==> src/rtl/serial_subtractor.sv <==
// serial_subtractor: computes a - b - borrow_in over WIDTH bits, DIGIT bits
// per clock, LSB slice first, with a start/done handshake and status flags.
module serial_subtractor #(
  parameter int WIDTH = 16,
  parameter int DIGIT = 4
) (
  input  logic             clk,
  input  logic             rst,
  input  logic             start,
  input  logic [WIDTH-1:0] a,
  input  logic [WIDTH-1:0] b,
  input  logic             borrow_in,
  output logic             busy,
  output logic             done,
  output logic [WIDTH-1:0] diff,
  output logic             borrow_out,
  output logic             overflow,
  output logic             zero
);

  // state | meaning
  // IDLE  | waiting for start, operands not yet latched
  // RUN   | one DIGIT-bit slice processed per edge
  // DONE  | one-cycle completion pulse, results already updated

  localparam int N  = WIDTH / DIGIT;
  localparam int CW = (N > 1) ? $clog2(N) : 1;
  localparam int SW = DIGIT + 1;

  typedef enum logic [1:0] {S_IDLE, S_RUN, S_DONE} state_t;

  state_t           state_q, state_d;
  logic [WIDTH-1:0] a_sh_q, a_sh_d;
  logic [WIDTH-1:0] b_sh_q, b_sh_d;
  logic [WIDTH-1:0] res_q, res_d;
  logic             borrow_q, borrow_d;
  logic [CW-1:0]    cnt_q, cnt_d;
  logic             a_msb_q, a_msb_d;
  logic             b_msb_q, b_msb_d;
  logic [WIDTH-1:0] diff_q, diff_d;
  logic             borrow_out_q, borrow_out_d;
  logic             overflow_q, overflow_d;
  logic             zero_q, zero_d;

  logic [DIGIT:0]   slice;
  logic [WIDTH-1:0] res_shift;

  // Slice datapath: DIGIT+1 bit subtract, MSB is the outgoing borrow; the
  // new digit enters the result register from the MSB side.
  always_comb begin
    slice     = {1'b0, a_sh_q[DIGIT-1:0]} - {1'b0, b_sh_q[DIGIT-1:0]} - SW'(borrow_q);
    res_shift = (res_q >> DIGIT) | (WIDTH'(slice[DIGIT-1:0]) << (WIDTH - DIGIT));
  end

  // Next-state, datapath updates and handshake outputs.
  always_comb begin
    state_d      = state_q;
    a_sh_d       = a_sh_q;
    b_sh_d       = b_sh_q;
    res_d        = res_q;
    borrow_d     = borrow_q;
    cnt_d        = cnt_q;
    a_msb_d      = a_msb_q;
    b_msb_d      = b_msb_q;
    diff_d       = diff_q;
    borrow_out_d = borrow_out_q;
    overflow_d   = overflow_q;
    zero_d       = zero_q;
    busy         = 1'b0;
    done         = 1'b0;

    unique case (state_q)
      S_IDLE: begin
        if (start) begin
          a_sh_d   = a;
          b_sh_d   = b;
          borrow_d = borrow_in;
          a_msb_d  = a[WIDTH-1];
          b_msb_d  = b[WIDTH-1];
          res_d    = '0;
          cnt_d    = '0;
          state_d  = S_RUN;
        end
      end
      S_RUN: begin
        busy     = 1'b1;
        res_d    = res_shift;
        borrow_d = slice[DIGIT];
        a_sh_d   = a_sh_q >> DIGIT;
        b_sh_d   = b_sh_q >> DIGIT;
        cnt_d    = cnt_q + CW'(1);
        if (cnt_q == CW'(N - 1)) begin
          diff_d       = res_shift;
          borrow_out_d = slice[DIGIT];
          overflow_d   = (a_msb_q != b_msb_q) && (res_shift[WIDTH-1] != a_msb_q);
          zero_d       = (res_shift == '0);
          state_d      = S_DONE;
        end
      end
      S_DONE: begin
        done    = 1'b1;
        state_d = S_IDLE;
      end
      default: state_d = S_IDLE;
    endcase
  end

  // State and datapath registers with synchronous reset.
  always_ff @(posedge clk) begin
    if (rst) begin
      state_q      <= S_IDLE;
      a_sh_q       <= '0;
      b_sh_q       <= '0;
      res_q        <= '0;
      borrow_q     <= 1'b0;
      cnt_q        <= '0;
      a_msb_q      <= 1'b0;
      b_msb_q      <= 1'b0;
      diff_q       <= '0;
      borrow_out_q <= 1'b0;
      overflow_q   <= 1'b0;
      zero_q       <= 1'b0;
    end else begin
      state_q      <= state_d;
      a_sh_q       <= a_sh_d;
      b_sh_q       <= b_sh_d;
      res_q        <= res_d;
      borrow_q     <= borrow_d;
      cnt_q        <= cnt_d;
      a_msb_q      <= a_msb_d;
      b_msb_q      <= b_msb_d;
      diff_q       <= diff_d;
      borrow_out_q <= borrow_out_d;
      overflow_q   <= overflow_d;
      zero_q       <= zero_d;
    end
  end

  assign diff       = diff_q;
  assign borrow_out = borrow_out_q;
  assign overflow   = overflow_q;
  assign zero       = zero_q;

endmodule

==> config.mk <==
export PLATFORM = sky130hd
export DESIGN_NAME = serial_subtractor
export DESIGN_NICKNAME = d
export VERILOG_FILES = /design/src/rtl/serial_subtractor.sv
export SDC_FILE = /design/constraint.sdc
export NUM_CORES = 1
export LEC_CHECK = 0
export CAP_MARGIN = 20
export CELL_PAD_IN_SITES_DETAIL_PLACEMENT = 1
export CELL_PAD_IN_SITES_GLOBAL_PLACEMENT = 2
export CORE_MARGIN = 5
export CORE_UTILIZATION = 32
export DETAILED_ROUTE_END_ITERATION = 6
export GPL_ROUTABILITY_DRIVEN = 0
export PLACE_DENSITY_LB_ADDON = 0.1
export SLEW_MARGIN = 20
export SYNTH_ARGS = -nofsm -noshare
export SYNTH_HDL_FRONTEND = slang
export SYNTH_SLANG_ARGS = --single-unit
export TNS_END_PERCENT = 1
==> constraint.sdc <==
create_clock -name clk -period 4.17 [get_ports clk]
set_input_delay 0.6255 -clock clk [delete_from_list [all_inputs] [get_ports clk]]
set_output_delay 0.6255 -clock clk [all_outputs]
set_load 0.005 [all_outputs]
==> impl_metrics.json, run 1 <==
{
  "layout.nets": 456,
  "ys_seq_elements": 70,
  "fin_worst_skew_ps": 12.26,
  "crit_buf_inv": 2,
  "yosysWarningCount": 0,
  "clockBufferDepth": 2,
  "crit_chain": "clkdlybuf4s50_1 -> nor3b_4 -> buf_4 -> nand2_1 -> a311oi_1",
  "rr_endpoint": "zero",
  "layout_common_cells": "nand2_1, dfxtp_1, clkdlybuf4s50_1",
  "dp_hpwl_mm": 5.416,
  "cts_hold_buffers": 0,
  "worst_pin_slew_ps": 968.2,
  "syn_area_per_cell_um2": 8.051,
  "root_buffer": "clkbuf_8",
  "wl_per_cell_um": 15.20,
  "setup_viol": 0,
  "start_util_pct": 32.37,
  "grt_max_degree": 70,
  "slew_viol_final": 0,
  "fin_util_pct": 40.97,
  "reg2reg_slack_ps": 1880,
  "grt_pass1_wl_mm": 13.63,
  "cts_tree": "built",
  "end_kind": "flip-flop",
  "slowest_stage": "nor3b_4",
  "relSlewSlack_pct": 35.45,
  "die_x_um": 106.2,
  "fin_tns_setup_ps": 0,
  "cts_resized": 0,
  "drc": 0,
  "synth_cell_types": 35,
  "fin_crit_ps": 2323,
  "cts-buffers-inserted": 9,
  "h-tree-depth": 3,
  "num_vias": 2649,
  "cp.required_ps": 4410,
  "fin_hold_ws_ps": 454.8,
  "placed_area_um2": 3553,
  "grt_overflow": 0,
  "post_cts_buffers": 0,
  "synth_area_um2": 2963,
  "synthesis.nets": 413,
  "timing.final.ws_setup_ps": 1847,
  "use_met1_pct": 21.38,
  "drive_above_1_share_pct": 6.731,
  "hp-class": "reg -> reg",
  "powerDensity_nw_per_um2": 410.7,
  "dr.pass1.iters": 4,
  "ant_nets": 0,
  "start_kind": "input pin",
  "crit_family": "simple AND/OR/NAND/NOR gates",
  "grt_pass1_vias": 2675,
  "max_freq_mhz": 430.6,
  "power_mw": 1.540,
  "clk_latency_ps": 350,
  "cts.sinks": 70,
  "hp-start": "diff[0]",
  "area_growth_pct": 26.56,
  "die_h_um": 106.2,
  "core_um2": 9153,
  "grt_busiest_layer": "met2",
  "dieArea_um2": 11280,
  "globalRouteMet2Util_pct": 22.58,
  "wl_mm": 8.009,
  "cts.clk_slew.worst_paths_ps": 80,
  "regToRegStartpoint": "b_sh_q[0]",
  "first_iter_violations": 72,
  "pin_count": 57,
  "yosysSeqAreaShare_pct": 47.30,
  "fillers": 1096,
  "place_inst": 511,
  "finish.instance_area_um2": 3750,
  "final_common_cell": "nand2_1",
  "dp_slack_ps": 1411,
  "slowest_delay_ps": 780,
  "viasPerCell": 5.027,
  "antenna_found_initial": 0,
  "leakagePower_nw": 1.353,
  "min_period_over_period_pct": 55.70,
  "stdcell_count": 527,
  "hold_depth": 2,
  "r2r_cells": 8,
  "crit_arrival_ps": 2560,
  "portBuffers": 56,
  "status": "completed",
  "gr-usage-met3_pct": 3.643,
  "critPathKind": "in -> reg",
  "syn_inst": 368,
  "rsz0062_at_grt": "no",
  "critPathMaxFanout": 24,
  "drv_cap": 0,
  "grt_usage_pct": 14.99,
  "antenna_cells": 0,
  "vdd_drop_max_uv": 144.7,
  "final_hold_viol_count": 0,
  "fp-row-count": 35,
  "min_to": "diff[0]"
}
==> worst register-to-register path, cell delays in order (launching register included) <==
cell	delay, ps
dfxtp_1	340
inv_1	80
fa_1	530
inv_1	50
ha_1	170
o21a_1	190
o21ai_0	440
a21oi_1	130
a32o_1	250
==> cells in the mapped netlist, drive strengths merged <==
| cell type | number | share of area [%] |
|---|---|---|
| nand4 | 1 | 0.21 |
| a311oi | 24 | 7.1 |
| o21a | 1 | 0.25 |
| nand3 | 21 | 3.5 |
| a211o | 1 | 0.30 |
| or3 | 1 | 0.38 |
| o21ai | 3 | 0.51 |
| xor2 | 1 | 0.30 |
| a21oi | 41 | 6.9 |
| nor4 | 3 | 0.63 |
| a32o | 1 | 0.34 |
| nor3b | 1 | 0.63 |
| clkbuf | 8 | 1.0 |
| dfxtp | 70 | 47 |
| ha | 7 | 3.0 |
| inv | 11 | 1.6 |
| a211oi | 3 | 0.93 |
| buf | 19 | 3.3 |
| and2 | 1 | 0.30 |
| xnor2 | 2 | 0.59 |
| a31oi | 2 | 0.42 |
| nor2 | 36 | 4.6 |
| fa | 2 | 1.4 |
| nand2 | 101 | 13 |
| nor2b | 1 | 0.21 |
| nor3 | 2 | 0.34 |
| nand2b | 3 | 0.63 |
| or2b | 1 | 0.25 |
==> state kept, by name, indices dropped and copies added, names as in the netlist <==
signal and count:
overflow 1, a_sh_q 16, a_msb_q 1, borrow_out 1
res_q 12, cnt_q 2, diff 16, zero 1
b_sh_q 16, b_msb_q 1, borrow_q 1, state_q 2
==> worst max-delay path by stage <==
stage / from / end / slack, ps / cells past startpoint
final: start / b_sh_q[2] / 1850 / 5
after global routing: b_sh_q[0] / zero / 1610 / 8
after CTS: start / b_sh_q[1] / 1760 / 5
after detailed placement: start / b_sh_q[2] / 1410 / 5
after global placement: start / b_sh_q[0] / 1470 / 5
after floorplan: b_sh_q[0] / overflow / 2080 / 8
==> cells by family (layout without fill, tap and decap cells) <==
kind of cell | after synthesis | in the layout | synth area share (%)
adder cells (fa/ha/maj) | 9 | 9 | 4.307
buffers and inverters | 38 | 86 | 5.912
XOR/XNOR | 3 | 3 | 0.8870
flip-flops | 70 | 70 | 47.30
AND/OR/NAND/NOR | 172 | 172 | 24.83
AO/OA/AOI/OAI | 76 | 76 | 16.76
==> cell type report <==
cell class	count	area [µm²]	share of cell area, %
Tap cell	111	138.9	3.704
Clock inverter	7	72.57	1.935
Timing Repair Buffer	59	578.1	15.42
Clock buffer	9	123.9	3.303
Multi-Input combinational cell	260	1389	37.04
Inverter	11	46.29	1.235
Sequential cell	70	1401	37.37
==> power by group <==
part,internal [mW],total [mW],switching (mW),leakage (nW)
combinational,0.104,0.253,0.149,0.686
clock,0.277,0.555,0.278,0.0956
sequential,0.706,0.732,0.0257,0.572
==> per-layer routing <==
layer / part of all wire (%) / up-vias
li1: - / 1334
met1: 51 / 1256
met2: 45 / 51
met3: 3.8 / 8
met4: 1.0 / 0
met5: 0 / -
No activity file was read; power rests on OpenSTA's default activity.
==> inputs of run 2 (changes only) <==
CORE_UTILIZATION = 27   (was 32)
clock period = 2.1 ns   (was 4.17 ns; I/O delays follow)
==> run 2 against run 1 <==
  * The run now ends with setup timing left
  * Wire length rose by 4.2%
  * Cell area rose by 3.9%
  * Die area rose by 17%
  * Hold slack got worse by 48 ps
  * Largest power group unchanged
==> impl_metrics.json, run 2 (synthesis gave the netlist of run 1 again) <==
{
  "wl_met3_um": 282,
  "cts_tree": "built",
  "max_freq_mhz": 475.5,
  "core_um2": 10790,
  "first_iter_violations": 42,
  "rr_endpoint": "overflow",
  "vdd_drop_max_uv": 315.1,
  "grt_max_degree": 70,
  "timing.final.ws_setup_ps": -3.213,
  "fin_worst_skew_ps": 7.969,
  "layout.nets": 463,
  "regToRegStartpoint": "a_sh_q[0]",
  "cts-buffers-inserted": 9,
  "cp.required_ps": 2360,
  "violations": "setup timing",
  "dieArea_um2": 13170,
  "drv_cap": 0,
  "reg2reg_slack_ps": -3,
  "pin_count": 57,
  "grt_pass1_wl_mm": 14.26,
  "fin_hold_ws_ps": 407.1,
  "powerDensity_nw_per_um2": 793.6,
  "hp-class": "in -> reg",
  "min_period_over_period_pct": 100.2,
  "grt_overflow": 0,
  "worst_pin_slew_ps": 417.3,
  "die_x_um": 114.8,
  "rsz0062_at_grt": "yes",
  "leakagePower_nw": 1.404,
  "fin_crit_ps": 2103,
  "cts.clk_slew.worst_paths_ps": 70,
  "clockBufferDepth": 2,
  "num_vias": 2680,
  "dp_slack_ps": -92.76,
  "antenna_found_initial": 0,
  "critPathMaxFanout": 2,
  "die_h_um": 114.8,
  "cts.sinks": 70,
  "post_cts_buffers": 0,
  "layout_common_cells": "nand2_1, dfxtp_1, clkdlybuf4s50_1",
  "end_kind": "flip-flop",
  "start_util_pct": 27.45,
  "hp-start": "rst",
  "portBuffers": 56,
  "grt_pass1_vias": 2846,
  "viasPerCell": 4.769,
  "placed_area_um2": 3692,
  "slew_viol_final": 0,
  "final_hold_viol_count": 0,
  "dp_hpwl_mm": 5.744,
  "dr.pass1.iters": 4,
  "final_common_cell": "nand2_1",
  "setup_viol": 1,
  "status": "complete, but fails checks",
  "crit_arrival_ps": 2370,
  "hold_depth": 2,
  "clk_latency_ps": 330,
  "root_buffer": "clkbuf_8",
  "area_growth_pct": 31.55,
  "h-tree-depth": 3,
  "dr_wl_met2_mm": 4.186,
  "wl_per_cell_um": 14.85,
  "relSlewSlack_pct": 72.18,
  "wl_mm": 8.343,
  "wl_met1_mm": 3.786,
  "ant_nets": 0,
  "drc": 0,
  "top_layer": "met4",
  "drive_above_1_share_pct": 9.479,
  "finish.instance_area_um2": 3897,
  "critPathKind": "reg -> reg",
  "grt_usage_pct": 13.51,
  "min_to": "b_sh_q[15]",
  "r2r_cells": 7,
  "antenna_cells": 0,
  "fp-row-count": 38,
  "fin_tns_setup_ps": -3.213,
  "start_kind": "flip-flop"
}
-- run 2: cell count changes in the layout (fill, tap and decap cells not counted), moves of 3 or more --
cell     delta
buf_12      +4
buf_4       +3
dfxtp_1     -3
dfxtp_2     +3
-- run 2: per-stage QoR --
step,utilization [%],cells,power (mW)
after floorplan,-,368,1.807
after global placement,34.21,547,2.046
after detailed placement,34.21,547,2.055
after CTS,36.05,562,3.153
after global routing,36.11,562,3.283
final,36.11,562,3.093
-- run 2: what timing repair did --
item,4_1_cts,5_1_grt
endpoints found under the setup margin,2,6
hold buffers,0,0
pin swaps,5,1
resized for setup,6,1
-- run 2: worst max path at each step --
stage	startpoint	endpoint	slack [ps]	depth (start not counted)
after floorplan	b_sh_q[0]	overflow	8	8
after global routing	a_sh_q[0]	overflow	-100	7
after global placement	b_sh_q[0]	overflow	-40	8
after CTS	a_sh_q[0]	overflow	-20	7
final	a_sh_q[0]	overflow	-3	7
after detailed placement	b_sh_q[0]	overflow	-90	8
-- run 2: area by class of cell --
type                            count  area, µm²
Inverter                           11      46.29
Clock inverter                      4      47.55
Fill cell                        1294       6895
Clock buffer                       11      141.4
Sequential cell                    70       1405
Timing Repair Buffer               66      680.7
Tap cell                          140      175.2
Multi-Input combinational cell    260       1401
-- run 2: power by group --
part           total, mW  internal, mW  switching [mW]
Clock               1.07         0.571           0.499
Sequential          1.45          1.40          0.0514
Combinational      0.568         0.261           0.308
Total               3.09          2.24           0.858
-- run 2: critical path, stage by stage, from the launching register on --
cell and delay (ps):
dfxtp_2 330, fa_1 570, inv_1 50, ha_2 160, o21a_1 180, or3_4 330, a211o_1 260, a31oi_1 150
-- run 2: metal layers --
layer,vias to the layer above,global-route usage (%)
met2,47,23.05
li1,1347,-
met3,5,3.105
met4,0,4.851
met1,1281,16.72
met5,-,0
==> inputs of run 3 (changes only) <==
CORE_UTILIZATION = 28   (was 27)
CTS_BUF_LIST = sky130_fd_sc_hd__clkbuf_8   (was not set)
CTS_CLUSTER_DIAMETER = 60   (was not set)
GPL_TIMING_DRIVEN = 0   (was not set)
==> run 3 against run 2 <==
  * The flow still finishes with violations (setup timing)
  * Utilization rose by 2.4 points
  * Total power is 5.9% higher
  * Wire length grew 12%
  * Die area shrank 3.3%
  * Via count rose by 2.8%
  * Clock power grew 15%
  * Critical path depth increased by 1
  * Final cell count increased by 2.7%
  * Sequential power hardly changed
  * Sequential share of layout area shrank 0.64 points
  * Maximum frequency is 2.6% lower
==> impl_metrics.json, run 3 (synthesis gave the netlist of run 1 again) <==
{
  "fin_hold_ws_ps": 445.0,
  "violations": "setup timing",
  "grt_pass1_wl_mm": 15.15,
  "grt_max_degree": 13,
  "num_vias": 2755,
  "multi_input_area_um2": 1413,
  "timing.final.ws_setup_ps": -58.79,
  "relSlewSlack_pct": 57.53,
  "cts.sinks": 70,
  "switching_share_pct": 28.34,
  "drc": 0,
  "cts-buffers-inserted": 9,
  "antenna_found_initial": 0,
  "wl_mm": 9.313,
  "power_mw": 3.275,
  "fp-row-count": 37,
  "min_period_over_period_pct": 102.8,
  "cts.clk_slew.worst_paths_ps": 80,
  "critPathKind": "reg -> reg",
  "reg2reg_slack_ps": -60,
  "switching_power_uw": 928.1,
  "portBuffers": 55,
  "rsz0062_at_grt": "yes",
  "drive_above_1_share_pct": 11.56,
  "leakagePower_nw": 1.464,
  "antenna_cells": 0,
  "die_x_um": 112.9,
  "final_common_cell": "nand2_1",
  "cp.required_ps": 2370,
  "startpoint": "b_sh_q[0]",
  "dp_hpwl_mm": 6.922,
  "area_growth_pct": 34.29,
  "pin_count": 57,
  "h-tree-depth": 3,
  "grt_pass1_vias": 2866,
  "clockBufferDepth": 2,
  "vdd_drop_max_uv": 252.2,
  "cts_hold_buffers": 0,
  "powerDensity_nw_per_um2": 823.0,
  "hp-class": "in -> reg",
  "grt_overflow": 0,
  "hold_depth": 3,
  "core_um2": 10320,
  "critPathMaxFanout": 2,
  "start_util_pct": 28.70,
  "p_int_mw": 2.346,
  "seq_area_um2": 1409,
  "worst_pin_slew_ps": 637.1,
  "max_freq_mhz": 463.2,
  "ant_nets": 0,
  "drv_cap": 0,
  "final_hold_viol_count": 0,
  "pwr-share-seq_pct": 44.6,
  "clk_latency_ps": 350,
  "start_kind": "flip-flop",
  "combPwrFrac_pct": 17.8,
  "fin_crit_ps": 2159,
  "die_h_um": 112.9,
  "end_kind": "flip-flop",
  "viasPerCell": 4.775,
  "slew_viol_final": 0,
  "layout.nets": 481,
  "p_clk_share_pct": 37.6,
  "grt_usage_pct": 15.08,
  "fin_util_pct": 38.54,
  "r2r_cells": 8,
  "min_to": "zero",
  "root_buffer": "clkbuf_8",
  "fin_worst_skew_ps": 11.41,
  "fillers": 1255,
  "crit_arrival_ps": 2430,
  "wl_per_cell_um": 16.14,
  "cts_tree": "built",
  "hp-start": "rst",
  "layout_common_cells": "nand2_1, dfxtp_1, clkdlybuf4s50_1",
  "dieArea_um2": 12740,
  "first_iter_violations": 82,
  "rr_endpoint": "overflow",
  "regToRegStartpoint": "b_sh_q[0]",
  "setup_viol": 1,
  "dr.pass1.iters": 4,
  "status": "complete, but fails checks"
}
run 3: worst max path at each step:
stage | endpoint | slack [ps] | cells past startpoint
floorplan | overflow | 8 | 8
finish | overflow | -60 | 8
global placement | zero | -210 | 7
global route | overflow | -130 | 8
CTS | overflow | -90 | 8
detailed placement | zero | -250 | 7
run 3: power by group through the flow:
stage | Sequential [mW] | Combinational [mW] | Clock, mW
global route | 1.47 | 0.653 | 1.32
CTS | 1.46 | 0.580 | 1.26
finish | 1.46 | 0.584 | 1.23
detailed placement | 1.49 | 0.545 | 0
floorplan | 1.47 | 0.339 | 0
global placement | 1.49 | 0.538 | 0
run 3: worst max-delay path: stages (launching register included):
cell and delay (ps):
dfxtp_2 330, inv_2 40, fa_1 550, inv_1 50
ha_2 160, o21a_1 190, or3_4 350, a211o_1 260
a31oi_1 170
run 3: what timing repair did:
item	CTS	global route
hold endpoints to repair	0	0
pin swaps	5	4
setup buffers	2	0
endpoints found under the setup margin	6	7
gates resized for setup	14	6
run 3: cell type report:
| class | instances | share of cell area (%) |
|---|---|---|
| sequential | 70 | 35.41 |
| multi-input combinational | 260 | 35.50 |
| clock buffer | 10 | 3.459 |
| buffer | 27 | 3.491 |
| tap | 136 | 4.277 |
| clock inverter | 6 | 2.138 |
| inverter | 11 | 1.352 |
| timing repair buffer | 57 | 14.37 |
run 3: metal layers:
metal / GRT usage (%) / vias up / part of all wire (%)
met5: 0 / - / 0
met4: 4.327 / 0 / 0.98
met3: 2.941 / 9 / 3.3
met2: 23.70 / 53 / 45
met1: 21.03 / 1309 / 51
li1: - / 1384 / -
run 3: per-stage QoR:
stage | area (µm²) | cells | setup TNS, ps | worst slack [ps]
after floorplan | 2963 | 368 | 0 | 8.255
after global placement | 3684 | 559 | -562.8 | -212.4
after detailed placement | 3684 | 559 | -757.0 | -252.2
after CTS | 3958 | 577 | -224.0 | -94.90
after global routing | 3979 | 577 | -347.6 | -128.1
final | 3979 | 577 | -58.79 | -58.79
==> RTL edit 1 (flow settings as in run 3) <==
Re-encode `state_t` (3 states) as one-hot, 3 bits wide.
--- a/src/rtl/serial_subtractor.sv
+++ b/src/rtl/serial_subtractor.sv
@@ -29,3 +29,3 @@
 
-  typedef enum logic [1:0] {S_IDLE, S_RUN, S_DONE} state_t;
+  typedef enum logic [2:0] {S_IDLE = 3'b001, S_RUN = 3'b010, S_DONE = 3'b100} state_t;
 
Formal check against the unedited RTL: same outputs for any inputs over 10 cycles, from zero or initial values and one cycle with rst high; not proved beyond that.
==> RTL edit 1 against run 3 <==
- the run still ends with negative setup slack left
- synthesized cell count did not move
- sequential share of layout area rose by 1.2 points
- sequential cell count increased by 1
- wire length shrank 8.8%
- worst setup slack got worse by 0.036 ns
- die area shrank 1.2%
- synthesized area shrank 1.3%
- global-route usage shrank 0.99 points
- final cell count down 0.17%
- critical path depth decreased by 1
- final area down 1.9%
- power down 6.7%
- count of clock-buffer cells in the layout did not move
- critical endpoint unchanged
==> RTL edit 1: results (changes against run 3) <==
* Outcome: finished with violations
* Failing checks: negative setup slack
* Int Pwr at 2196 uW (-6.4%)
* First-pass GRT wire length at 14270 um (-5.8%)
* Hold depth at 2 (-1)
* Slowest CP cell: fa_1
* Worst slack, placed at -0.1276 ns (+0.1246 ns)
* Hpwl dp at 6389 um (-7.7%)
* Hold Crit Class: reg2reg
* Worst-Skew Late Latency at about 0.34 ns
* Placed cells at 560 (+0.18%)
* Pin count of the biggest net entering global routing at 14 (+1)
* Via count at 2649 (-3.8%)
* Normalized max-slew margin at 44.23% (-13 points)
* Vias in the first global route at 2911 (+1.6%)
* Share of layout cells above drive strength 1 at 9.773% (-1.8 points)
* Reg-to-reg endpoint: overflow
* Initial antenna violation count at 0 (unchanged)
* Kind of critical path: reg2reg
* H-tree depth at 3 (unchanged)
* Post-synth top cells: 84 x nor2_1, 71 x dfxtp_1, 59 x nand2_1
* Total Routing Usage GR at 14.08% (-0.99 points)
* RR Startpoint: a_sh_q[0]
* Seq/Total Area, Yosys at 48.61% (+1.3 points)
* Critical Path Fanout Max at 5 (+3)
* Top cell type's share of synthesized area at 48.61% (+1.3 points)
* Non-Filler Instances at 576 (-0.17%)
* Post-CTS setup buffer count at 0 (-2)
* Drt pass-1 iters at 4 (unchanged)
* Leakage at 0.001468 uW (+0.27%)
* DRT Wirelength at 8495 um (-8.8%)
* Cell area power density at 782.4 nW/um2 (-4.9%)
* Final WS setup at -0.09470 ns (-0.03591 ns)
* CP delay by family, top: adder cells
* Worst reg2reg path depth at 7 (-1)
* Worst clock skew at 0.01532 ns (+0.003904 ns)
* First-iteration detailed-routing DRC count at 48 (-41%)
* Placed inst area at 3664 um2 (-0.54%)
* Count of cell types in the netlist at 38 (+8.6%)
* Area contributors post-synth: dfxtp_1 49%, nor2_1 11%, nand2_1 7.6%
* Buf/Inv on CP at 1 (-1)
* I/O Buffers at 56 (+1.8%)
* Nets at 480 (-0.21%)
* # setup viols final at 2 (+1)
* Antenna diodes at 0 (unchanged)
* Peak VDD IR at 0.3416 mV (+35%)
[RTL edit 1: cells by family (layout without fill, tap and decap cells)]
family / Yosys count / after routing / synth area share, %
and+or+nand+nor: 205 / 205 / 31.71
DFF: 71 / 71 / 48.61
AOI/OAI and AO/OA: 46 / 46 / 8.900
buffers and inverters: 33 / 105 / 5.134
adders and majority gates: 9 / 9 / 4.364
xor gates and xnor gates: 3 / 3 / 0.8988
muxes: 1 / 1 / 0.3851
[RTL edit 1: cell type report]
cell class | count | area [um2]
fillers | 1264 | 6372
flip-flops and latches | 71 | 1428
multi-input cells | 264 | 1371
repair buffers | 56 | 559.3
well taps | 136 | 170.2
clock buffers | 10 | 137.6
plain buffers | 23 | 127.6
clock inverters | 6 | 68.82
inverters | 10 | 42.54
[RTL edit 1: tightest hold or removal path, cell delays in order, from the launching register on]
cell     delay (ns)
dfxtp_1        0.31
nand2_1        0.05
a21oi_1        0.05
[RTL edit 1: timing repair]
action	CTS	global route
hold endpoints to repair	0	0
gates cloned	0	0
setup endpoints to repair	5	6
resized for setup	10	7
pin swaps	0	1
[RTL edit 1: through the flow]
step	setup TNS [ns]	total power (uW)
finish	-0.1073	3055
floorplan	-0.01099	1759
global route	-0.3231	3222
CTS	-0.2635	3106
global placement	-0.4268	1944
detailed placement	-0.5007	1952
[RTL edit 1: metal layers]
metal	vias up	wire (um)	part of all wire [%]	track usage, %
li1	1365	-	-	-
met1	1230	3878	46	17.10
met2	43	4232	50	25.03
met3	11	263	3.1	2.534
met4	0	120	1.4	4.728
met5	-	0	0	0
[RTL edit 1: worst min path at each step]
stage	from	slack (ns)	to
2_1_floorplan	a_msb_q	0.44	a_msb_q
3_3_place_gp	diff[13]	0.44	diff[13]
3_5_place_dp	diff[3]	0.45	diff[3]
4_1_cts	diff[3]	0.46	diff[3]
5_1_grt	b_sh_q[15]	0.48	b_sh_q[15]
6_report	diff[3]	0.46	diff[3]
[RTL edit 1: power by group through the flow]
stage | logic (uW) | clock network [uW] | registers, uW
2_1_floorplan | 284 | 0 | 1470
3_3_place_gp | 459 | 0 | 1490
3_5_place_dp | 465 | 0 | 1490
4_1_cts | 474 | 1180 | 1460
5_1_grt | 527 | 1230 | 1470
6_report | 466 | 1130 | 1460
==> RTL edit 2 (settings of run 3) <==
Without the edit above. The parameter `DIGIT` goes from 4 to 2.
--- a/src/rtl/serial_subtractor.sv
+++ b/src/rtl/serial_subtractor.sv
@@ -4,3 +4,3 @@
   parameter int WIDTH = 16,
-  parameter int DIGIT = 4
+  parameter int DIGIT = 2
 ) (
Formal check against the unedited RTL: not equivalent (Yosys sat finds a counterexample within 10 cycles, from zero or initial values and one cycle with rst high).
==> RTL edit 2 against run 3 <==
- the flow still finishes with violations (negative setup slack)
- final area increased by 2.5%
- clock skew about the same
- wire length fell by 3.6%
- clock power about the same
- sequential cell count rose by 3
- power is 1.2% lower
- worst setup slack worse by 0.31 ns
- synthesized area up 4.3%
- critical path type unchanged
- critical endpoint unchanged
- largest cell class is now registers
==> RTL edit 2: results (changes against run 3) <==
* Final WS setup at -0.3646 ns (-0.3058 ns)
* Seq/Total Area, Yosys at 47.29% (about the same)
* Post-DR vias/cell at 4.778 (about the same)
* Area contributors post-synth: dfxtp_1 47%, nand2_1 13%, a21oi_1 6.3%
* DRT Wirelength at 8974 um (-3.6%)
* Worst slack, placed at -0.5919 ns (-0.3398 ns)
* Vias in the first global route at 2929 (+2.2%)
* First-iteration detailed-routing DRC count at 81 (-1.2%)
* Worst hold margin at 0.4579 ns (+0.01288 ns)
* # setup viols final at 4 (+3)
* Leakage at 0.001459 uW (-0.32%)
* Peak VDD IR at 0.3391 mV (+34%)
* Compound-cell area share of the yosys netlist at 16.80% (+0.036 points)
* Wire length per cell at 15.45 um (-4.3%)
* Worst clock skew at 0.01144 ns (+0.00002350 ns)
* Post-CTS setup buffer count at 0 (-2)
* Slew @ Worst Pin at 0.7314 ns (+0.09426 ns)
* Total Routing Usage GR at 14.09% (-0.98 points)
* Outcome: finished with violations
* Share of layout cells above drive strength 1 at 14.06% (+2.5 points)
* Adder-cell area share of the yosys netlist at 2.915% (-1.4 points)
* Hpwl dp at 6472 um (-6.5%)
* Hold Crit Class: reg2reg
* Failing checks: negative setup slack
* Synth Net Count at 412 (-0.24%)
[RTL edit 2: cell types whose count changed in the layout (fill, tap and decap cells not counted), moves of 4 or more]
cell / delta
buf_4: +4
inv_1: -7
buf_2: -6
a311oi_2: +6
nand2_1: +9
[RTL edit 2: layer usage]
metal  global-route usage [%]  routed length, um  up-vias  part of all wire (%)
met1                    17.97               4135     1330                    46
met4                    4.225                 91        0                   1.0
met2                    24.54               4481       45                    50
met5                        0                  0        -                     0
met3                    2.158                266       10                   3.0
li1                         -                  -     1391                     -
[RTL edit 2: worst max-delay path by stage]
| stage | startpoint | to | slack (ns) | cells past startpoint |
|---|---|---|---|---|
| after floorplan | b_sh_q[0] | zero | -0.33 | 9 |
| after global placement | b_sh_q[0] | overflow | -0.54 | 9 |
| after detailed placement | b_sh_q[0] | zero | -0.59 | 9 |
| after CTS | borrow_q | overflow | -0.38 | 9 |
| after global routing | borrow_q | zero | -0.49 | 9 |
| final | borrow_q | overflow | -0.36 | 9 |
[RTL edit 2: final cells by class]
cell class | instances | area (um2)
clock buffer | 9 | 123.9
inverter | 5 | 23.77
tap | 140 | 175.2
multi-input combinational | 261 | 1426
fill | 1281 | 6760
timing repair buffer | 55 | 549.3
clock inverter | 7 | 93.84
buffer | 31 | 220.2
sequential | 73 | 1468
[RTL edit 2: kinds of logic after synthesis]
logic type	after synthesis
buffers and inverters	36
adder cells (fa/ha/maj)	6
flip-flops	73
XOR/XNOR	1
AO/OA/AOI/OAI	72
AND/OR/NAND/NOR	182
[RTL edit 2: critical path, stage by stage, from the launching register on]
cell	delay, ns
dfxtp_2	0.34
inv_2	0.04
fa_1	0.52
inv_1	0.05
ha_2	0.15
or2_4	0.22
fa_2	0.62
nor2_2	0.05
a221oi_2	0.25
nor3_1	0.08
[RTL edit 2: what timing repair did]
item / in CTS / in global routing
hold endpoints to repair: 0 / 0
pin swaps: 6 / 1
setup endpoints to repair: 7 / 5
gates resized for setup: 17 / 1
[RTL edit 2: power by group through the flow]
stage	registers (uW)	clock network [uW]	logic, uW
3_3_place_gp	1530	0	474
3_5_place_dp	1530	0	481
6_report	1500	1230	497
5_1_grt	1510	1330	557
2_1_floorplan	1520	0	310
4_1_cts	1510	1270	504
[RTL edit 2: through the flow]
stage,util (%),area (um2)
after global placement,35.20,3816
after CTS,37.62,4078
after global routing,37.64,4080
final,37.64,4080
after floorplan,-,3090
after detailed placement,35.20,3816
